## config.mk

```make
export PLATFORM = sky130hd
export DESIGN_NAME = muldiv_share_ctrl
export DESIGN_NICKNAME = d
export VERILOG_FILES = /design/src/rtl/muldiv_share_ctrl.sv
export SDC_FILE = /design/constraint.sdc
export NUM_CORES = 1
export LEC_CHECK = 0
export ABC_AREA = 1
export CAP_MARGIN = 20
export CORE_MARGIN = 10
export CORE_UTILIZATION = 46
export CTS_BUF_LIST = sky130_fd_sc_hd__clkbuf_16
export DETAILED_ROUTE_END_ITERATION = 7
export PLACE_DENSITY = 0.92
export SLEW_MARGIN = 20
export SYNTH_ARGS = -nofsm -noshare
export SYNTH_HDL_FRONTEND = slang
export SYNTH_SLANG_ARGS = --single-unit
```

## constraint.sdc

```tcl
create_clock -name CLK -period 3.35 [get_ports CLK]
set_input_delay 1.005 -clock CLK [delete_from_list [all_inputs] [get_ports CLK]]
set_output_delay 1.005 -clock CLK [all_outputs]
set_load 0.02 [all_outputs]
```

## src/rtl/muldiv_share_ctrl.sv

```systemverilog
// Round-robin sequencer sharing one combinational multiplier/divider between two requesters.
// Response SETTLE_CYCLES edges after accept (1 edge for divide-by-zero); held until the owner takes it.
module muldiv_share_ctrl #(
   parameter int DEVIDENT_LENGTH = 10,
   parameter int DIVISOR_LENGTH  = 5,
   parameter int SETTLE_CYCLES   = 2
) (
   input  logic                       CLK,
   input  logic                       nRST,
   input  logic                       Req0_Valid,
   output logic                       Req0_Ready,
   input  logic                       Req0_Div_nMul,
   input  logic [DEVIDENT_LENGTH-1:0] Req0_OperA,
   input  logic [DIVISOR_LENGTH-1:0]  Req0_OperB,
   input  logic [DIVISOR_LENGTH-1:0]  Req0_OperD,
   input  logic                       Req1_Valid,
   output logic                       Req1_Ready,
   input  logic                       Req1_Div_nMul,
   input  logic [DEVIDENT_LENGTH-1:0] Req1_OperA,
   input  logic [DIVISOR_LENGTH-1:0]  Req1_OperB,
   input  logic [DIVISOR_LENGTH-1:0]  Req1_OperD,
   output logic                       Rsp0_Valid,
   input  logic                       Rsp0_Ready,
   output logic                       Rsp1_Valid,
   input  logic                       Rsp1_Ready,
   output logic [DEVIDENT_LENGTH-1:0] Rsp_Result,
   output logic [DIVISOR_LENGTH-1:0]  Rsp_Remainder,
   output logic                       Rsp_DivByZero,
   output logic [DEVIDENT_LENGTH-1:0] MD_OperA,
   output logic [DIVISOR_LENGTH-1:0]  MD_OperB,
   output logic [DIVISOR_LENGTH-1:0]  MD_OperD,
   output logic                       MD_Div_nMul,
   input  logic [DEVIDENT_LENGTH-1:0] MD_Result,
   input  logic [DIVISOR_LENGTH-1:0]  MD_Remainder,
   output logic                       Busy
);
   typedef enum logic [1:0] {IDLE, WAIT, RESP} state_t;
   localparam logic [3:0] LP_SETTLE = 4'(SETTLE_CYCLES);

   state_t                     r_state;
   logic [3:0]                 r_cnt;
   logic                       r_owner;
   logic                       r_rr_ptr;
   logic                       r_rsp0_vld;
   logic                       r_rsp1_vld;
   logic                       r_dbz;
   logic                       r_md_div;
   logic [DEVIDENT_LENGTH-1:0] r_result;
   logic [DEVIDENT_LENGTH-1:0] r_md_a;
   logic [DIVISOR_LENGTH-1:0]  r_rem;
   logic [DIVISOR_LENGTH-1:0]  r_md_b;
   logic [DIVISOR_LENGTH-1:0]  r_md_d;

   logic                       w_idle;
   logic                       w_grant0;
   logic                       w_grant1;
   logic                       w_acc;
   logic                       w_sel;
   logic                       w_div;
   logic                       w_div0;
   logic                       w_own_rdy;
   logic [DEVIDENT_LENGTH-1:0] w_a;
   logic [DIVISOR_LENGTH-1:0]  w_b;
   logic [DIVISOR_LENGTH-1:0]  w_d;

   // r_rr_ptr=0 favours requester 0 when both are valid
   assign w_idle     = (r_state == IDLE);
   assign w_grant0   = Req0_Valid & (~Req1_Valid | ~r_rr_ptr);
   assign w_grant1   = Req1_Valid & (~Req0_Valid | r_rr_ptr);
   assign Req0_Ready = w_idle & w_grant0;
   assign Req1_Ready = w_idle & w_grant1;
   assign w_acc      = Req0_Ready | Req1_Ready;
   assign w_sel      = w_grant1;
   assign w_div      = w_sel ? Req1_Div_nMul : Req0_Div_nMul;
   assign w_a        = w_sel ? Req1_OperA    : Req0_OperA;
   assign w_b        = w_sel ? Req1_OperB    : Req0_OperB;
   assign w_d        = w_sel ? Req1_OperD    : Req0_OperD;
   assign w_div0     = w_div & (w_d == '0);
   assign w_own_rdy  = r_owner ? Rsp1_Ready : Rsp0_Ready;

   assign Rsp0_Valid    = r_rsp0_vld;
   assign Rsp1_Valid    = r_rsp1_vld;
   assign Rsp_Result    = r_result;
   assign Rsp_Remainder = r_rem;
   assign Rsp_DivByZero = r_dbz;
   assign MD_OperA      = r_md_a;
   assign MD_OperB      = r_md_b;
   assign MD_OperD      = r_md_d;
   assign MD_Div_nMul   = r_md_div;
   assign Busy          = ~w_idle;

   always_ff @(posedge CLK or negedge nRST) begin
      if (!nRST) begin
         r_state    <= IDLE;
         r_cnt      <= '0;
         r_owner    <= 1'b0;
         r_rr_ptr   <= 1'b0;
         r_rsp0_vld <= 1'b0;
         r_rsp1_vld <= 1'b0;
         r_dbz      <= 1'b0;
         r_md_div   <= 1'b0;
         r_result   <= '0;
         r_rem      <= '0;
         r_md_a     <= '0;
         r_md_b     <= '0;
         r_md_d     <= '0;
      end else begin
         case (r_state)
            IDLE: begin
               if (w_acc) begin
                  r_md_a   <= w_a;
                  r_md_b   <= w_b;
                  r_md_d   <= w_d;
                  r_md_div <= w_div;
                  r_owner  <= w_sel;
                  r_rr_ptr <= ~w_sel;
                  if (w_div0) begin
                     // Datapath output is meaningless for a zero divisor, so skip the settle wait
                     r_result   <= '1;
                     r_rem      <= '0;
                     r_dbz      <= 1'b1;
                     r_rsp0_vld <= ~w_sel;
                     r_rsp1_vld <= w_sel;
                     r_state    <= RESP;
                  end else begin
                     r_cnt   <= LP_SETTLE;
                     r_state <= WAIT;
                  end
               end
            end
            WAIT: begin
               r_cnt <= r_cnt - 4'd1;
               if (r_cnt == 4'd1) begin
                  r_result   <= MD_Result;
                  r_rem      <= r_md_div ? MD_Remainder : '0;
                  r_dbz      <= 1'b0;
                  r_rsp0_vld <= ~r_owner;
                  r_rsp1_vld <= r_owner;
                  r_state    <= RESP;
               end
            end
            RESP: begin
               if (w_own_rdy) begin
                  r_rsp0_vld <= 1'b0;
                  r_rsp1_vld <= 1'b0;
                  r_state    <= IDLE;
               end
            end
            default: r_state <= IDLE;
         endcase
      end
   end
endmodule
```

* After elaboration in Yosys (flattened, before gate mapping)
Index checks and enable logic that the tools add are counted.
** Storage, ports and cells
- Output and inout port bits :: 42
- Bits in latches :: 0
- RAM bits :: 0
- Word-level logic and storage cells :: 80
- Register bits :: 47
- Memory bits (read-only) :: 0
- Memories kept :: 0
- Input bits :: 63
** Operators by class
- Bitwise gates (word level) :: 14
- Magnitude comparators :: 0
- Shift operators :: 0
- Reduce and logical (&&, ||, !) cells :: 9
- Equality and inequality tests :: 8
- Divide/modulo/power cells :: 0
- Add/sub/neg operators :: 1
- Mux-type cells :: 35
- Multiply operators :: 0
** Operators by type and width (count)
- 10-bit 2-to-1 mux :: 4
- 5-bit 2-to-1 mux :: 6
- 10-bit one-hot mux with 2 select lines :: 1
- 1-bit 2-to-1 mux :: 12
- 5-bit one-hot mux with 2 select lines :: 1
- 2-bit 2-to-1 mux :: 4
- 4-bit 2-to-1 mux :: 2
- 4-bit one-hot mux with 2 select lines :: 1
- 2-bit inequality test (second input constant) :: 3
- 1-bit inverter :: 6
- 1-bit one-hot mux with 3 select lines :: 2
- 2-bit one-hot mux with 3 select lines :: 1
- 3-bit AND reduction :: 2
- 1-bit AND :: 5
- 5-bit logical NOT :: 1
- 5-bit AND reduction :: 1
- 4-bit by 1-bit equality test with 1-bit output (second input constant) :: 1
- 2-bit by 1-bit inequality test with 1-bit output (second input constant) :: 2
- 4-bit AND reduction :: 1
- 4-bit by 1-bit subtractor with 4-bit output (second input constant) :: 1
- 1-bit bitwise OR :: 3
- 3-bit nonzero test :: 1
- 2-bit by 1-bit equality test with 1-bit output (second input constant) :: 1
- 2-bit equality test (second input constant) :: 1
- other kinds (4) :: 4

* Depth between registers and ports, before layout
Gate-level depths: netlist of run 1.
- Depth after elaboration :: 9
- Depth in mapped cells :: 12
- Mapped depth without buffers :: 11

* Least setup slack after synthesis of run 1
OpenSTA, ideal clock, no wires.
- Path kind :: input port to output port
- Start :: input Req1_Valid
- End :: output Req0_Ready
- Path buffers :: 2
- Slack :: 0.461 ns
- Stages on the path :: 5
- Arrival :: 1.884 ns
- Cells stage by stage :: buf_6 > nand2_4 > nand3_2 > inv_1 > buf_1
** On the way
- Word-level cells in the longest chain between the ends :: 4
** RTL lines
- from (decl) :: line 16 : input logic Req1_Valid,
- 1-bit inverter :: line 68 : assign w_grant0 = Req0_Valid & (~Req1_Valid | ~r_rr_ptr);
- 1-bit bitwise OR :: line 68
- 1-bit AND :: line 68
- 1-bit AND :: line 70 : assign Req0_Ready = w_idle & w_grant0;
- to (decl) :: line 11 : output logic Req0_Ready,
Every way passes these cells.

* Final worst setup path of run 1
Same ends and word-level chain as after synthesis.

==> reports/metrics.csv, run 1 <==
metric,value,unit
Total Nets Final,489,
Yosys warnings,0,
number of H-tree levels,2,
postcts setup bufs,0,
required time at the worst-slack endpoint,2.34,ns
Post-Route WL,7250,µm
count of filler cells inserted in the layout,405,
final critical-path required period,3.22,ns
vias in the first global route,2476,
Final Hold Vio Count,0,
classification of the worst setup path,in -> out,
Worst Setup SP,Req1_Valid,
wire length of the first global-routing pass,11900,µm
"CTS clk-pin slew, worst paths",0.06,ns
# setup viols final,0,
overall global routing resource usage,16.4,%
Post-Synthesis Net Count,378,
routed wire length on met2,3690,µm
detailed-route vias per instance,4.99,
detailed-route DRC error count,0,
post-synthesis instance total,309,
number of buffers inserted for hold repair after clock tree synthesis,0,
placeable core region,5170,µm²
CTS tree,done,
post-route setup TNS,0,ns
area of placed instances,3610,µm²
number of port buffers,104,
reg-to-reg critical path startpoint,r_state[0],
maximum vdd drop,0.552,mV
static leakage,1.84,nW
via count of the routed design,2452,
transition time at the pin with the least slew margin,0.668,ns
total standard cell area after synthesis,2480,µm²
cell area power density,942,nW/µm²
met1 layer wirelength in the final routing,2840,µm
type of the tightest min-delay check,reg -> reg,
latest clock arrival within the worst-skew pair,0.28,ns
post-synthesis to final-layout area growth,51.0,%
count of maximum capacitance violations,0,
total area of multi-input combinational cells,1130,µm²
run status,"finished, final reports clean",
overall overflow remaining after global route,0,
CP Capture Type,output port,
Cell Rows,26,
synthesis-stage register bit count,47,
nature of the critical path startpoint,primary input,
sequential cell area fraction in the yosys report,47.3,%
maximum number of pins on one net before global-route repair,48,
met3 routed wirelength,665,µm
DRC violation total after the first TritonRoute iteration,116,
CTS buffer count,5,
DR top layer,met4,
Worst Skew,0.00769,ns
top-level port count,105,
FF+latch area,1180,µm²
max-slew headroom at the worst pin,55.4,%
CP max FO,3,
average cell area after synthesis,8.04,µm²
number of antenna violations at the first check in global routing,0,
sink count of the clock tree,47,
CP arrival,2.21,ns
root buffer cell,sky130_fd_sc_hd__clkbuf_16,
final instance area,3750,µm²
area of the die,8740,µm²
detailed placement HPWL,5680,µm
setup repair after global routing missed its margin,no,
Slew Limit Fails,0,
die width,93.5,µm
Final ANT Viol Nets,0,
ratio of final minimum period to clock period,96.1,%
final RePlAce weighted congestion,0.845,
number of unique standard cell types used by synthesis,27,
worst hold start,Rsp_Remainder[1],
share of post-route cells with drive strength above 1,10.2,%
highest clock rate,0.311,GHz
number of diodes,0,
number of buffers on the longest clock path,2,
drt first pass iters,4,
WL per Instance,14.8,µm
starting utilization of the core area,48.0,%
height of the die,93.5,µm
where the power goes:
part	switching, W	internal (W)
combinational	0.00118	0.000865
sequential	0.000164	0.000849
clock	0.000205	0.000271
cells in the mapped netlist:
cell	instances	area share (%)
sky130_fd_sc_hd__nand2_4	4	1.8
sky130_fd_sc_hd__nor2_2	1	0.25
sky130_fd_sc_hd__dfrtp_1	47	47
sky130_fd_sc_hd__nand3_1	37	7.5
sky130_fd_sc_hd__buf_6	3	1.4
sky130_fd_sc_hd__buf_1	1	0.15
sky130_fd_sc_hd__o21ai_2	1	0.35
sky130_fd_sc_hd__nand2_1	111	17
sky130_fd_sc_hd__a22oi_1	14	4.2
sky130_fd_sc_hd__clkbuf_1	1	0.15
sky130_fd_sc_hd__a21oi_4	1	0.65
sky130_fd_sc_hd__nor4_1	1	0.25
sky130_fd_sc_hd__nand3_2	2	0.81
sky130_fd_sc_hd__o21ai_0	10	2.0
sky130_fd_sc_hd__a31oi_1	3	0.76
sky130_fd_sc_hd__or2_2	10	2.5
sky130_fd_sc_hd__buf_2	4	0.81
sky130_fd_sc_hd__a21boi_0	1	0.30
sky130_fd_sc_hd__nor3_1	1	0.20
sky130_fd_sc_hd__buf_4	2	0.60
sky130_fd_sc_hd__inv_2	2	0.30
sky130_fd_sc_hd__nand2_2	3	0.76
sky130_fd_sc_hd__nand3b_1	3	0.91
sky130_fd_sc_hd__ha_1	6	3.0
sky130_fd_sc_hd__inv_1	25	3.8
sky130_fd_sc_hd__nor2_1	14	2.1
sky130_fd_sc_hd__xnor2_1	1	0.35
registers in the layout, indices dropped and copies added (netlist names), 2 cells and up:
register,count
Rsp_Remainder,5
MD_OperB,5
MD_OperA,10
r_state,2
MD_OperD,5
r_cnt,4
Rsp_Result,10
worst paths after layout:
check                                    to  slack (ns)  cells past startpoint
setup / recovery                 Req0_Ready        0.13                      5
hold / removal             Rsp_Remainder[1]        0.47                      2
setup reg to reg                MD_OperD[1]        1.35                      8
hold reg to reg            Rsp_Remainder[1]        0.47                      2
max in group asynchronous       MD_OperB[4]        2.22                      1
min in group asynchronous     Rsp_Result[1]        0.72                      1
cell usage in the layout, fill, tap and decap left out, types with 10 or more instances in the layout:
cell type	count
sky130_fd_sc_hd__a22oi_1	14
sky130_fd_sc_hd__buf_4	12
sky130_fd_sc_hd__clkdlybuf4s50_1	101
sky130_fd_sc_hd__dfrtp_1	47
sky130_fd_sc_hd__inv_1	25
sky130_fd_sc_hd__nand2_1	111
sky130_fd_sc_hd__nand3_1	37
sky130_fd_sc_hd__nor2_1	14
sky130_fd_sc_hd__o21ai_0	10
sky130_fd_sc_hd__or2_2	10
stage by stage:
step                worst slack, ns  total power (W)  hold WS [ns]  std cells  utilization, %
floorplan                     0.461          0.00225         0.464        309               -
global placement             -0.196          0.00301         0.453        483            69.9
detailed placement           -0.220          0.00308         0.459        483            69.9
CTS                          0.0502          0.00357         0.474        491            72.5
global route                 0.0682          0.00383         0.482        491            72.5
finish                        0.132          0.00353         0.470        491            72.5
routing by layer:
metal  vias to the layer above  GRT usage, %
li1                       1220             -
met1                      1127          18.7
met2                        94          28.7
met3                        11          6.39
met4                         0          2.57
met5                         -             0
repair_timing:
action / CTS / global route
setup endpoints to repair: 2 / 1
pin swaps: 0 / 0
resized for setup: 2 / 2
cell families after synthesis:
family / count (synthesis) / share of synthesized area, %
simple gates: 187 / 33.8
flops: 47 / 47.3
buf+inv: 38 / 7.15
fa+ha+maj: 6 / 3.02
compound gates: 30 / 8.31
xor+xnor: 1 / 0.353
worst max-delay path, cell delays in order:
cell                              delay [ns]
sky130_fd_sc_hd__clkdlybuf4s50_1        0.53
sky130_fd_sc_hd__nand2_4                0.15
sky130_fd_sc_hd__nand3_2                0.08
sky130_fd_sc_hd__inv_1                  0.08
sky130_fd_sc_hd__dlygate4sd2_1          0.37
final cells by class:
type | count | area share (%)
inverter | 27 | 2.70
sequential | 47 | 31.4
clock buffer | 5 | 3.34
timing repair buffer | 115 | 29.7
tap | 70 | 2.33
multi-input combinational | 224 | 30.2
clock inverter | 3 | 0.400
Note: power is estimated with default switching activity, not from simulation.
==> run 2: changes to the inputs <==
--- a/config.mk
+++ b/config.mk
@@ -11,7 +11,7 @@
 export CORE_UTILIZATION = 46
 export CTS_BUF_LIST = sky130_fd_sc_hd__clkbuf_16
 export DETAILED_ROUTE_END_ITERATION = 7
-export PLACE_DENSITY = 0.92
+export PLACE_DENSITY = 0.87
 export SLEW_MARGIN = 20
 export SYNTH_ARGS = -nofsm -noshare
 export SYNTH_HDL_FRONTEND = slang
==> reports/metrics.csv, run 2 (same netlist as run 1, synthesis figures left out) <==
metric,value,unit,change
transition time at the pin with the least slew margin,0.680,ns,+0.0128 ns
CP arrival,2.28,ns,+0.07 ns
Critical Path Most Common Cell,sky130_fd_sc_hd__nand2_4,,
share of post-route cells with drive strength above 1,10.4,%,+0.21 points
crit-path max cell delay,0.60,ns,+0.07 ns
sink count of the clock tree,47,,unchanged
Worst Skew,0.00661,ns,-0.00108 ns
overall global routing resource usage,16.7,%,+0.29 points
via count of the routed design,2443,,-0.37%
classification of the worst setup path,in -> out,,
area of the die,8740,µm²,unchanged
nature of the critical path startpoint,primary input,,
DRC violation total after the first TritonRoute iteration,100,,-14%
number of H-tree levels,2,,unchanged
ratio of final minimum period to clock period,98.2,%,+2.1 points
starting utilization of the core area,48.0,%,unchanged
# setup viols final,0,,unchanged
max-slew headroom at the worst pin,54.6,%,-0.85 points
Slew Limit Fails,0,,unchanged
met1 layer wirelength in the final routing,2820,µm,-0.77%
Post-Place Worst Slack,-0.216,ns,+0.00412 ns
final RePlAce weighted congestion,0.851,,+0.69%
maximum vdd drop,0.514,mV,-6.9%
post-route setup TNS,0,ns,unchanged
latest clock arrival within the worst-skew pair,0.28,ns,about the same
number of buffers on the longest clock path,2,,unchanged
die width,93.5,µm,unchanged
routed wire length on met2,3840,µm,+4.1%
"CTS clk-pin slew, worst paths",0.06,ns,about the same
"most common cell after layout, fill and taps aside",sky130_fd_sc_hd__nand2_1,,
number of antenna violations at the first check in global routing,0,,unchanged
count of maximum capacitance violations,0,,unchanged
Total Nets Final,490,,+0.20%
Crit path max-delay family,buffers and inverters,,
FF+latch area,1180,µm²,unchanged
type of the tightest min-delay check,reg -> reg,,
CTS tree,done,,
met3 routed wirelength,703,µm,+5.7%
cell area power density,966,nW/µm²,+2.6%
run status,"finished, final reports clean",,
WL per Instance,15.1,µm,+1.9%
Cell Rows,26,,unchanged
cell type of the slowest stage on the worst timing path,sky130_fd_sc_hd__clkdlybuf4s50_1,,
Post-Route WL,7410,µm,+2.2%
count of buffer and inverter cells on the critical path,3,,unchanged
Final Hold Slack,0.469,ns,-0.00126 ns
CP max FO,3,,unchanged
top-level port count,105,,unchanged
setup repair after global routing missed its margin,no,,
highest clock rate,0.304,GHz,-2.2%
required time at the worst-slack endpoint,2.34,ns,about the same
detailed-route vias per instance,4.97,,-0.57%
number of diodes,0,,unchanged
number of port buffers,104,,unchanged
"commonest cells after routing, fill and taps aside","sky130_fd_sc_hd__nand2_1 (111), sky130_fd_sc_hd__clkdlybuf4s50_1 (101), sky130_fd_sc_hd__dfrtp_1 (47)",,
wire length of the first global-routing pass,12000,µm,+0.58%
Final Hold Vio Count,0,,unchanged
height of the die,93.5,µm,unchanged
minimum setup slack in the final design,0.0611,ns,-0.0708 ns
number of buffers inserted for hold repair after clock tree synthesis,0,,unchanged
placeable core region,5170,µm²,unchanged
root buffer cell,sky130_fd_sc_hd__clkbuf_16,,
CP Capture Type,output port,,
total area of multi-input combinational cells,1130,µm²,unchanged
post-synthesis to final-layout area growth,53.4,%,
count of filler cells inserted in the layout,378,,-6.7%
CP Cell Sequence,clkdlybuf4s50_1 -> nand2_4 -> nand2_4 -> nand2_1 -> inv_1 -> dlygate4sd2_1,,
detailed-route DRC error count,0,,unchanged
final critical-path required period,3.29,ns,+0.0708 ns
Final ANT Viol Nets,0,,unchanged
vias in the first global route,2433,,-1.7%
static leakage,1.88,nW,+2.0%
DR top layer,met4,,
CTS buffer count,5,,unchanged
maximum number of pins on one net before global-route repair,48,,unchanged
overall overflow remaining after global route,0,,unchanged
drt first pass iters,4,,unchanged
detailed placement HPWL,5770,µm,+1.6%
[run 2: cell types whose count changed in the layout (fill, tap and decap cells not counted), sizes merged]
cell	delta
inv	+1
bufinv	+2
dlygate4sd2	+1
clkbuf	-1
buf	+1
clkinv	-2
clkinvlp	-1
[run 2: worst paths after layout]
kind / cells after the start / to / slack (ns) / from
max: 6 / Req1_Ready / 0.06 / Req1_Valid
min: 2 / Rsp_Remainder[3] / 0.47 / Rsp_Remainder[3]
max reg2reg: 8 / MD_OperD[3] / 1.25 / r_state[1]
min reg2reg: 2 / Rsp_Remainder[3] / 0.47 / Rsp_Remainder[3]
max in group asynchronous: 1 / MD_OperA[8] / 2.22 / nRST
min in group asynchronous: 1 / Rsp_Result[1] / 0.72 / nRST
[run 2: per-layer routing]
layer  up-vias  GRT usage [%]
met5         -              0
met4         0           2.44
met3         6           6.31
met2        85           29.9
met1      1138           18.6
li1       1214              -
[run 2: layout make-up]
| type | count | area share (%) |
|---|---|---|
| clock buffers | 5 | 3.28 |
| clock inverters | 3 | 1.67 |
| repair buffers | 116 | 29.5 |
| flip-flops and latches | 47 | 30.9 |
| well taps | 70 | 2.30 |
| multi-input cells | 224 | 29.7 |
| inverters | 27 | 2.66 |
[run 2: where the power goes]
part           switching, W  internal, W  leakage [nW]
Combinational       0.00118     0.000859          1.21
Sequential         0.000162     0.000849         0.577
Clock              0.000206     0.000425        0.0952
[run 2: worst register-to-register path: stages, from the launching register on]
cell	delay, ns
sky130_fd_sc_hd__dfrtp_1	0.41
sky130_fd_sc_hd__inv_1	0.12
sky130_fd_sc_hd__ha_1	0.37
sky130_fd_sc_hd__nand3_2	0.14
sky130_fd_sc_hd__buf_4	0.16
sky130_fd_sc_hd__nand2_1	0.16
sky130_fd_sc_hd__inv_1	0.34
sky130_fd_sc_hd__nand2_1	0.16
sky130_fd_sc_hd__o21ai_0	0.09
[run 2: per-stage QoR]
step	utilization [%]	total power (W)	std cells	area (µm²)
4_1_cts	73.6	0.00371	492	3810
3_5_place_dp	70.0	0.00307	484	3620
6_report	73.7	0.00368	492	3810
2_1_floorplan	-	0.00225	309	2480
5_1_grt	73.7	0.00397	492	3810
3_3_place_gp	70.0	0.00300	484	3620
[run 2: timing repair]
item,in CTS,in global routing
setup buffers,0,0
resized for setup,2,0
endpoints found under the setup margin,2,0
